File: src/rtl/flow_rmw_pkg.sv
// Shared widths, slot states and the saturating flow-record update for the
// flow RAM read-modify-write engine.
package flow_rmw_pkg;

    localparam int FLOW_RAM_ADDR_WIDTH  = 8;
    localparam int FLOW_RAM_WORD_WIDTH  = 64;
    localparam int FLOW_PKT_COUNT_WIDTH = FLOW_RAM_WORD_WIDTH / 2;

    typedef enum logic [1:0] {
        SLOT_FREE,
        SLOT_READ_WAIT,
        SLOT_WB_WAIT
    } slot_state_t;

    // Record layout: {byte_count, packet_count}; both halves saturate independently.
    function automatic logic [FLOW_RAM_WORD_WIDTH-1:0] flow_update(
        input logic [FLOW_RAM_WORD_WIDTH-1:0]  word,
        input logic [FLOW_PKT_COUNT_WIDTH-1:0] add_bytes
    );
        logic [FLOW_PKT_COUNT_WIDTH:0]       pkt_sum;
        logic [FLOW_PKT_COUNT_WIDTH:0]       byte_sum;
        logic [FLOW_RAM_WORD_WIDTH-1:0]      result;
        pkt_sum  = {1'b0, word[FLOW_PKT_COUNT_WIDTH-1:0]} + 1'b1;
        byte_sum = {1'b0, word[FLOW_RAM_WORD_WIDTH-1:FLOW_PKT_COUNT_WIDTH]} + {1'b0, add_bytes};
        result[FLOW_PKT_COUNT_WIDTH-1:0] =
            pkt_sum[FLOW_PKT_COUNT_WIDTH] ? '1 : pkt_sum[FLOW_PKT_COUNT_WIDTH-1:0];
        result[FLOW_RAM_WORD_WIDTH-1:FLOW_PKT_COUNT_WIDTH] =
            byte_sum[FLOW_PKT_COUNT_WIDTH] ? '1 : byte_sum[FLOW_PKT_COUNT_WIDTH-1:0];
        return result;
    endfunction

endpackage

File: src/rtl/flow_rmw_slot_table.sv
// In-order slot ring for in-flight updates: alloc, return and write-back
// pointers, occupancy count and the address hazard compare.
module flow_rmw_slot_table
    import flow_rmw_pkg::*;
#(
    parameter int DEPTH       = 16,
    parameter int BYTES_WIDTH = 16
) (
    input  logic                           clk,
    input  logic                           reset,
    input  logic                           alloc,
    input  logic [FLOW_RAM_ADDR_WIDTH-1:0] alloc_addr,
    input  logic [BYTES_WIDTH-1:0]         alloc_bytes,
    input  logic                           fill,
    input  logic [FLOW_RAM_WORD_WIDTH-1:0] fill_data,
    input  logic                           free_slot,
    input  logic [FLOW_RAM_ADDR_WIDTH-1:0] probe_addr,
    output logic                           hazard,
    output logic [$clog2(DEPTH):0]         count,
    output logic                           ret_pending,
    output logic [FLOW_RAM_ADDR_WIDTH-1:0] ret_addr,
    output logic [BYTES_WIDTH-1:0]         ret_bytes,
    output logic                           wb_pending,
    output logic [FLOW_RAM_ADDR_WIDTH-1:0] wb_addr,
    output logic [FLOW_RAM_WORD_WIDTH-1:0] wb_data
);

    localparam int PW = $clog2(DEPTH);

    slot_state_t                    state [DEPTH];
    logic [FLOW_RAM_ADDR_WIDTH-1:0] addr  [DEPTH];
    logic [BYTES_WIDTH-1:0]         bytes [DEPTH];
    logic [FLOW_RAM_WORD_WIDTH-1:0] data  [DEPTH];
    logic [PW-1:0]                  alloc_ptr, ret_ptr, wb_ptr;

    // Alloc, fill and free always touch slots in different states, hence different indices.
    always_ff @(posedge clk or negedge reset) begin
        if (!reset) begin
            for (int i = 0; i < DEPTH; i++) begin
                state[i] <= SLOT_FREE;
                addr[i]  <= '0;
                bytes[i] <= '0;
                data[i]  <= '0;
            end
            alloc_ptr <= '0;
            ret_ptr   <= '0;
            wb_ptr    <= '0;
            count     <= '0;
        end else begin
            if (alloc) begin
                state[alloc_ptr] <= SLOT_READ_WAIT;
                addr[alloc_ptr]  <= alloc_addr;
                bytes[alloc_ptr] <= alloc_bytes;
                alloc_ptr        <= alloc_ptr + 1'b1;
            end
            if (fill) begin
                state[ret_ptr] <= SLOT_WB_WAIT;
                data[ret_ptr]  <= fill_data;
                ret_ptr        <= ret_ptr + 1'b1;
            end
            if (free_slot) begin
                state[wb_ptr] <= SLOT_FREE;
                wb_ptr        <= wb_ptr + 1'b1;
            end
            count <= count + {{PW{1'b0}}, alloc} - {{PW{1'b0}}, free_slot};
        end
    end

    always_comb begin
        hazard = 1'b0;
        for (int i = 0; i < DEPTH; i++) begin
            if (state[i] != SLOT_FREE && addr[i] == probe_addr) hazard = 1'b1;
        end
    end

    assign ret_pending = (state[ret_ptr] == SLOT_READ_WAIT);
    assign ret_addr    = addr[ret_ptr];
    assign ret_bytes   = bytes[ret_ptr];
    assign wb_pending  = (state[wb_ptr] == SLOT_WB_WAIT);
    assign wb_addr     = addr[wb_ptr];
    assign wb_data     = data[wb_ptr];

endmodule

File: src/rtl/flow_rmw_engine.sv
// Flow RAM read-modify-write engine: SRAM handshakes, record update arithmetic
// and the registered updated-record output.
module flow_rmw_engine
    import flow_rmw_pkg::*;
#(
    parameter int PENDING_DEPTH = 16,
    parameter int BYTES_WIDTH   = 16
) (
    input  logic                           clk,
    input  logic                           reset,
    input  logic                           upd_valid,
    output logic                           upd_ready,
    input  logic [FLOW_RAM_ADDR_WIDTH-1:0] upd_addr,
    input  logic [BYTES_WIDTH-1:0]         upd_bytes,
    output logic                           sram_read_en,
    input  logic                           sram_read_ready,
    output logic [FLOW_RAM_ADDR_WIDTH-1:0] sram_read_addr,
    input  logic [FLOW_RAM_WORD_WIDTH-1:0] sram_read_data,
    input  logic                           sram_read_data_new,
    output logic                           sram_write_en,
    input  logic                           sram_write_ready,
    output logic [FLOW_RAM_ADDR_WIDTH-1:0] sram_write_addr,
    output logic [FLOW_RAM_WORD_WIDTH-1:0] sram_write_data,
    output logic                           out_valid,
    output logic [FLOW_RAM_ADDR_WIDTH-1:0] out_addr,
    output logic [FLOW_RAM_WORD_WIDTH-1:0] out_data,
    output logic [$clog2(PENDING_DEPTH):0] pending_count,
    output logic                           err_unexpected
);

    localparam int CW = $clog2(PENDING_DEPTH) + 1;
    localparam logic [CW-1:0] FULL = CW'(PENDING_DEPTH);

    logic                           active, rd_blocked, wr_blocked;
    logic                           hazard, ret_pending, wb_pending;
    logic                           accept, ret_fire, wb_fire;
    logic [FLOW_RAM_ADDR_WIDTH-1:0] ret_addr, wb_addr;
    logic [BYTES_WIDTH-1:0]         ret_bytes;
    logic [FLOW_RAM_WORD_WIDTH-1:0] wb_data, new_word;

    flow_rmw_slot_table #(
        .DEPTH       (PENDING_DEPTH),
        .BYTES_WIDTH (BYTES_WIDTH)
    ) u_slots (
        .clk         (clk),
        .reset       (reset),
        .alloc       (accept),
        .alloc_addr  (upd_addr),
        .alloc_bytes (upd_bytes),
        .fill        (ret_fire),
        .fill_data   (new_word),
        .free_slot   (wb_fire),
        .probe_addr  (upd_addr),
        .hazard      (hazard),
        .count       (pending_count),
        .ret_pending (ret_pending),
        .ret_addr    (ret_addr),
        .ret_bytes   (ret_bytes),
        .wb_pending  (wb_pending),
        .wb_addr     (wb_addr),
        .wb_data     (wb_data)
    );

    // 'active' holds acceptance off until the first clock after reset release.
    assign upd_ready = active & (pending_count < FULL) & ~rd_blocked & ~hazard;
    assign accept    = upd_valid & upd_ready;
    assign ret_fire  = sram_read_data_new & ret_pending;
    assign wb_fire   = wb_pending & ~wr_blocked;
    assign new_word  = flow_update(sram_read_data, FLOW_PKT_COUNT_WIDTH'(ret_bytes));

    assign sram_read_en    = accept;
    assign sram_read_addr  = accept ? upd_addr : '0;
    assign sram_write_en   = wb_fire;
    assign sram_write_addr = wb_fire ? wb_addr : '0;
    assign sram_write_data = wb_fire ? wb_data : '0;

    always_ff @(posedge clk or negedge reset) begin
        if (!reset) begin
            active         <= 1'b0;
            rd_blocked     <= 1'b0;
            wr_blocked     <= 1'b0;
            out_valid      <= 1'b0;
            out_addr       <= '0;
            out_data       <= '0;
            err_unexpected <= 1'b0;
        end else begin
            active     <= 1'b1;
            rd_blocked <= sram_read_en & ~sram_read_ready;
            wr_blocked <= sram_write_en & ~sram_write_ready;
            out_valid  <= ret_fire;
            if (ret_fire) begin
                out_addr <= ret_addr;
                out_data <= new_word;
            end
            if (sram_read_data_new & ~ret_pending) err_unexpected <= 1'b1;
        end
    end

endmodule

File: config.mk
export PLATFORM = sky130hd
export DESIGN_NAME = flow_rmw_engine
export DESIGN_NICKNAME = d
export VERILOG_FILES = /design/src/rtl/flow_rmw_pkg.sv /design/src/rtl/flow_rmw_slot_table.sv /design/src/rtl/flow_rmw_engine.sv
export SDC_FILE = /design/constraint.sdc
export NUM_CORES = 2
export LEC_CHECK = 0
export BUFFER_PORTS_ARGS = -buffer_cell sky130_fd_sc_hd__buf_2
export CAP_MARGIN = 10
export CORE_MARGIN = 2
export CORE_UTILIZATION = 45
export CTS_CLUSTER_DIAMETER = 100
export DETAILED_ROUTE_END_ITERATION = 16
export GPL_TIMING_DRIVEN = 0
export HOLD_SLACK_MARGIN = 0.08
export PLACE_DENSITY = 0.7
export REMOVE_ABC_BUFFERS = 1
export SLEW_MARGIN = 25
export SYNTH_ARGS = -nofsm -noshare
export SYNTH_HDL_FRONTEND = slang
export SYNTH_SLANG_ARGS = --single-unit
export TNS_END_PERCENT = 100
File: constraint.sdc
create_clock -name clk -period 5.45 [get_ports clk]
set_input_delay 0.545 -clock clk [delete_from_list [all_inputs] [get_ports clk]]
set_output_delay 0.545 -clock clk [all_outputs]
set_load 0.02 [all_outputs]
After elaboration in Yosys (flattened, before gate mapping)
Cells that the tools add are included.

$lt $le $gt $ge: 7. Multipliers: 0. Eq/ne operators: 18. Bitwise operators: 26. Shift-type cells: 0. Divide/modulo/power cells: 0. Muxes and demuxes: 57. Add/subtract/negate cells: 7. Reduce and logical (&&, ||, !) cells: 35.

Operator list (number): $bwmux W1024 (1); $bmux W64 S4 (1); $bwmux W256 (1); $demux W64 S4 (1); $mux W64 (4); $mux W32 (5); $bwmux W128 (1); $eq A8 B8 Y1 (16); $bmux W16 S4 (1); $bmux W8 S4 (2); $demux W16 S4 (1); $mux W8 (7); $mux W16 (3); $add A32 B1 Y33 const B (1); $add A32 B16 Y33 (1); $and A16 B16 Y16 (2); $and A32 B32 Y32 (1); $demux W8 S4 (1); $not A16 Y16 (2); $not A32 Y32 (1); $or A16 B16 Y16 (2); $reduce_bool A2 Y1 (16); $demux W2 S4 (3); $logic_and A1 B1 Y1 (19); other kinds (14) (57).

Register bits: 1534. Output and inout bits: 162. Memories: 0. Input port bits: 94. Bits in writable memories: 0. Word-level logic and storage cells: 225. Latch bits: 0. ROM bits: 0.

Longest topological paths before layout
Depth in word-level cells: 26. Gate-level depth with buffers: 20. Depth with buffers taken out: 13.

Cells and area by module
Synthesis repeated with hierarchy kept, for this count alone.

Cells, all modules: 4864. Area, all modules: 73569.3 sq um.

Modules (own cells, without submodules): flow_rmw_slot_table (cells each 4160, seq. area each 36460.0 sq um, instances 1, area each 67880.1 sq um); flow_rmw_engine (cells each 704, seq. area each 1926.8 sq um, instances 1, area each 5689.2 sq um).

Worst setup path before layout
No wires, ideal clock.

Path type: register to register. Start point: register u_slots.ret_ptr[0]. End point: register u_slots.data[306] (netlist bit). Setup slack: 0.508 ns. Stages on the path, launching flop included: 20. Library setup time: 0.138 ns. Required time: 5.312 ns. Path buffers: 7. Arrival: 4.804 ns. Clock period less this slack: 4.942 ns. Cells stage by stage: dfrtp_1 -> buf_2 -> buf_2 -> buf_2 -> buf_1 -> mux4_2 -> mux4_2 -> ha_1 -> inv_1 -> fa_1 -> nor2b_1 -> o2111a_1 -> o21ai_1 -> o21ai_1 -> and3_1 -> buf_2 -> buf_4 -> a21oi_1 -> buf_2 -> a21oi_1.

Word-level cells in the longest chain between the ends: 7. Elaborated cells on any way between the ends: 17. Classes of those cells: 1 x add/sub; 2 x order compare; 1 x eq/ne; 10 x mux; 2 x bitwise; 1 x reduce/logical.

Ends and longest elaborated chain: from (decl) (RTL line flow_rmw_slot_table.sv:34) `logic [PW-1:0] alloc_ptr, ret_ptr, wb_ptr;`; from (signal assigned) (RTL line flow_rmw_slot_table.sv:59) `ret_ptr <= ret_ptr + 1'b1;`; $not A4 Y5 (not written as such) * (RTL line flow_rmw_slot_table.sv:58, flow_rmw_slot_table.sv:76, flow_rmw_slot_table.sv:78); $bmux W16 S4 (RTL line flow_rmw_slot_table.sv:78) `assign ret_bytes = bytes[ret_ptr];`; $mux W16 (not written as such) (2 in a row) (RTL line flow_rmw_slot_table.sv:78); $add A32 B16 Y33 (RTL line flow_rmw_pkg.sv:24) `byte_sum = {1'b0, word[FLOW_RAM_WORD_WIDTH-1:FLOW_PKT_COUNT_WIDTH]} + {1'b0, add_bytes};`; $mux W32 (RTL line flow_rmw_pkg.sv:28) `byte_sum[FLOW_PKT_COUNT_WIDTH] ? '1 : byte_sum[FLOW_PKT_COUNT_WIDTH-1:0];`; $bwmux W1024 (RTL line flow_rmw_slot_table.sv:58) `data[ret_ptr] <= fill_data;`; to (signal, indexed assignment) (RTL line flow_rmw_slot_table.sv:58); to (decl) (RTL line flow_rmw_slot_table.sv:33) `logic [FLOW_RAM_WORD_WIDTH-1:0] data [DEPTH];`.

Mark *: on every way between the ends. The rest lies on a longest branch, timed or not. The select of a mux whose other input is x is not followed. A chain may end at the register's enable or synchronous reset.

Worst setup path in the final report
Start point: register u_slots.wb_ptr[1]. End point: output sram_write_data[35].

Word-level cells in the longest chain between the ends: 7. Elaborated cells on any way between the ends: 10. Classes of those cells: 1 x eq/ne; 7 x mux; 2 x bitwise.

Ends and longest elaborated chain: from (decl) (RTL line flow_rmw_slot_table.sv:34); from (signal assigned) (RTL line flow_rmw_slot_table.sv:63) `wb_ptr <= wb_ptr + 1'b1;`; $not A4 Y5 (not written as such) * (RTL line flow_rmw_slot_table.sv:79, flow_rmw_slot_table.sv:81); $bmux W2 S4 (RTL line flow_rmw_slot_table.sv:79) `assign wb_pending = (state[wb_ptr] == SLOT_WB_WAIT);`; $mux W2 (not written as such) (2 in a row) (RTL line flow_rmw_slot_table.sv:79); $eq A2 B2 Y1 (RTL line flow_rmw_slot_table.sv:79); $and A1 B1 Y1 (RTL line flow_rmw_engine.sv:68) `assign wb_fire = wb_pending & ~wr_blocked;`; $mux W64 * (RTL line flow_rmw_engine.sv:75) `assign sram_write_data = wb_fire ? wb_data : '0;`; to (decl) (RTL line flow_rmw_engine.sv:23) `output logic [FLOW_RAM_WORD_WIDTH-1:0] sram_write_data,`.

Marks and branches as above.

==> out/summary.txt <==
Floorplan Core Area - 160000 sq um
Count of buffers from port buffering - 255
Critical Path End Type - output pin
Number of nets in the layout - 6113
Cell depth of the worst min-delay path - 3
CP bufs+invs - 5
Origin of the worst min-delay path - sram_read_data[57]
Library cell used as clock root buffer - clkbuf_16
Number of detailed-routing iterations run before antenna repair - 6
Boundary Pins - 256
Clock latency at the later pin of the worst-skew pair - 840 ps
Crit path launch type - register
Final setup vio count - 0
Static Leakage - 37.1 nW
Routed length per instance - 24.7 um
Cell type with the largest total area after synthesis - dfrtp_1
Data required time of the worst path - 4910 ps
Layout cells sized above 1 - 26.6%
Type of the tightest min-delay check - in -> reg
Wire length the detailed router placed on met1 - 82800 um
Cell occurring most often along the worst timing path - buf_16
RD Place Congestion - 0.838
Antenna-violating nets left - 0
Outcome - complete, no violations
Total DRC errors in the routed layout - 0
List of cells traversed by the critical path - buf_16, inv_1, and3_1, a31oi_1, mux4_2, a211o_1, inv_6, buf_16, and2_1, buf_2
Total Power Consumption - 45.5 mW
Count of maximum capacitance violations - 0
P&R area growth vs syn - 13.7%
Total of flip-flops plus latches after synthesis - 1534
Total Negative Setup Slacks - 0 ps
Post-route clock period utilization - 95.2%
Placement Setup Slack - -505 ps
Per-cell via count in the routed design - 5.96
Unrepaired setup endpoints after global routing - no
Worst path setup slack after routing - 260 ps
Worst setup slack for register-to-register paths - 300 ps
Final critical-path required period - 5190 ps
Highest routing layer actually used - met5
Crit Reg-Reg Endpoint - u_slots.data[503]
Wire length on met3 - 17200 um
Data arrival time of the critical path - 4640 ps
Overall overflow remaining after global route - 0
Clock slew at the register clock pins of the worst setup and hold paths - 70 ps
Cell with the biggest individual delay on the critical path - dfrtp_4
Final wirelength - 202000 um
Vertical die dimension - 405 um
Setup clock skew after layout - 64.0 ps
Placement Cell Area - 76400 sq um
Vias in the first global route - 49500
Clock tree from TritonCTS - done
Worst Reg-to-Reg Cells - 14
Synthesized cell area - 72200 sq um
First-pass GRT wire length - 311000 um
Met2 wire length - 96100 um
Cell types with the largest area share after synthesis - dfrtp_1 (53%), mux4_2 (15%), o21ai_0 (6.8%)
Max Clk Rate - 193 MHz
Floorplan die area - 164000 sq um
Site row count - 147
Largest stage delay on the critical path - 660 ps
Count of final hold-check violations - 0
Instance count of the mapped netlist - 5974
Effective utilization at floorplan - 45.1%
Num CTS Buffers - 163
Sum of net half-perimeters after detailed placement - 128000 um
Asr flop ratio synth - 100%
Initial antenna violation count - 26
Final-report max-slew violation count - 0
Die W - 405 um
1st-iter DRT viols - 4936
Fraction of synthesized cell area taken by the top area cell type - 53.2%
Worst IR Drop VDD - 0.000420 V
Yosys warns - 0
Final Instance Area - 82100 sq um
Maximum number of pins on one net before global-route repair - 133
Number of distinct standard cells referenced by the synthesized netlist - 85
CTS H-Tree Depth - 4
Vias after detailed routing - 48800
Worst Max-Slew Pin Slew - 1100 ps
Clk buf depth - 3
Largest fanout of any net on the critical path - 52
Kind of cell with the highest combined delay on the critical path - buffers and inverters
Global-route usage over all layers - 25.0%
Number of flops mapped to enable cells by yosys - 0
Synth Area per Inst - 12.1 sq um
Sequential fraction of the synthesis area - 53.2%
Worst slew margin relative to its limit - 26.6%
FF-to-FF Start - u_slots.ret_ptr[0]
Total power divided by cell area - 554 nW/um^2
Type of the worst setup path - reg -> out
Ys flop type - dfrtp_1
Clock sinks - 1534
Hold Crit Endpoint - out_data[57]
## worst max path at each step
| stage | start | to | slack (ps) | cells past startpoint |
|---|---|---|---|---|
| floorplan | u_slots.wb_ptr[0] | u_slots.count[4] | -9010 | 10 |
| global placement | reset | u_slots.addr[20] | -28980 | 1 |
| detailed placement | u_slots.ret_ptr[0] | u_slots.data[929] | -500 | 13 |
| CTS | u_slots.ret_ptr[0] | u_slots.data[552] | -60 | 13 |
| global route | u_slots.ret_ptr[0] | u_slots.data[503] | 80 | 14 |
| finish | u_slots.wb_ptr[1] | sram_write_data[35] | 260 | 10 |
## area by class of cell
cell class / instances / area, sq um
Inverter: 46 / 180
Clock buffer: 234 / 4650
Timing Repair Buffer: 364 / 3640
Fill cell: 13500 / 77900
Tap cell: 2086 / 2610
Multi-Input combinational cell: 3874 / 31900
Sequential cell: 1534 / 38400
Clock inverter: 53 / 729
Antenna cell: 7 / 17.5
## per-stage QoR
step                      hold slack (ps)  util, %  std cells
after detailed placement              464     47.7       7894
after CTS                             101     51.2       8187
final                                 159     51.3       8198
after global placement                456     46.1       7795
after global routing                  158     51.3       8194
after floorplan                       249        -       5454
## report_power, final
| part | switching (mW) | total [mW] | internal, mW |
|---|---|---|---|
| Sequential | 2.71 | 18.2 | 15.5 |
| Clock | 4.85 | 11.1 | 6.25 |
| Combinational | 8.45 | 16.2 | 7.80 |
## worst register-to-register path, stage by stage (launching register included)
cell and delay (ps):
dfrtp_4 460, buf_4 190, buf_4 290, buf_4 210
mux4_2 520, mux4_2 530, ha_1 400, nand4_1 150
nor3_1 210, o31ai_1 170, a21o_1 280, a211oi_4 540
or2_2 380, nor2b_1 510, a21oi_1 140
## placed cells by master (no fill, tap or decap), types with 115 or more instances in the layout
cell type and n:
o21ai_0 980, buf_2 256, xnor2_1 115, nor2_1 180, mux4_2 481, mux2_2 251, dfrtp_1 1527, nand2_1 1000
a21oi_1 149, mux2_4 148, clkbuf_16 163
## routing by layer
| metal | vias to the layer above | global-route usage, % |
|---|---|---|
| met5 | - | 0 |
| met4 | 20 | 8.44 |
| met3 | 430 | 5.92 |
| met2 | 1899 | 39.5 |
| met1 | 25300 | 34.1 |
| li1 | 21200 | - |
## state kept, by name, summed over array words and instances (netlist names)
register,cells
out_addr,8
u_slots.state,32
u_slots.data,1024
rd_blocked,1
out_data,64
u_slots.alloc_ptr,4
u_slots.wb_ptr,4
wr_blocked,1
u_slots.addr,128
active,1
err_unexpected,1
out_valid,1
u_slots.bytes,256
u_slots.ret_ptr,4
u_slots.count,5
## cells by family (layout without fill, tap and decap cells)
kind of cell    after synthesis  in the layout  share of synthesized area (%)
compound gates             1249           1249                           9.17
xor+xnor                    177            177                           2.15
fa+ha+maj                    36             36                          0.645
buf+inv                     566            697                           3.47
flops                      1534           1534                           53.2
mux                         898            898                           22.3
other cells                   1              8                        0.00519
simple gates               1513           1513                           9.13
## cells in the mapped netlist, types with 23 or more instances
cell,n
a21oi_1,156
and2_1,79
and3_1,30
buf_1,37
buf_2,51
buf_6,23
clkbuf_1,388
dfrtp_1,1534
ha_1,34
inv_1,46
mux2_2,251
mux2_4,148
mux4_2,481
nand2_1,1001
nand3_1,57
nor2_1,215
o21ai_0,980
xnor2_1,115
xor2_1,62
## timing repair
action                                  4_1_cts  5_1_grt
gates resized for setup                      20       10
pin swaps                                     2        0
endpoints found under the setup margin      436      460
hold endpoints to repair                     95        0
hold buffers                                  3        0
setup buffers                                 3        4
Note: power is estimated with default switching activity, not from simulation.
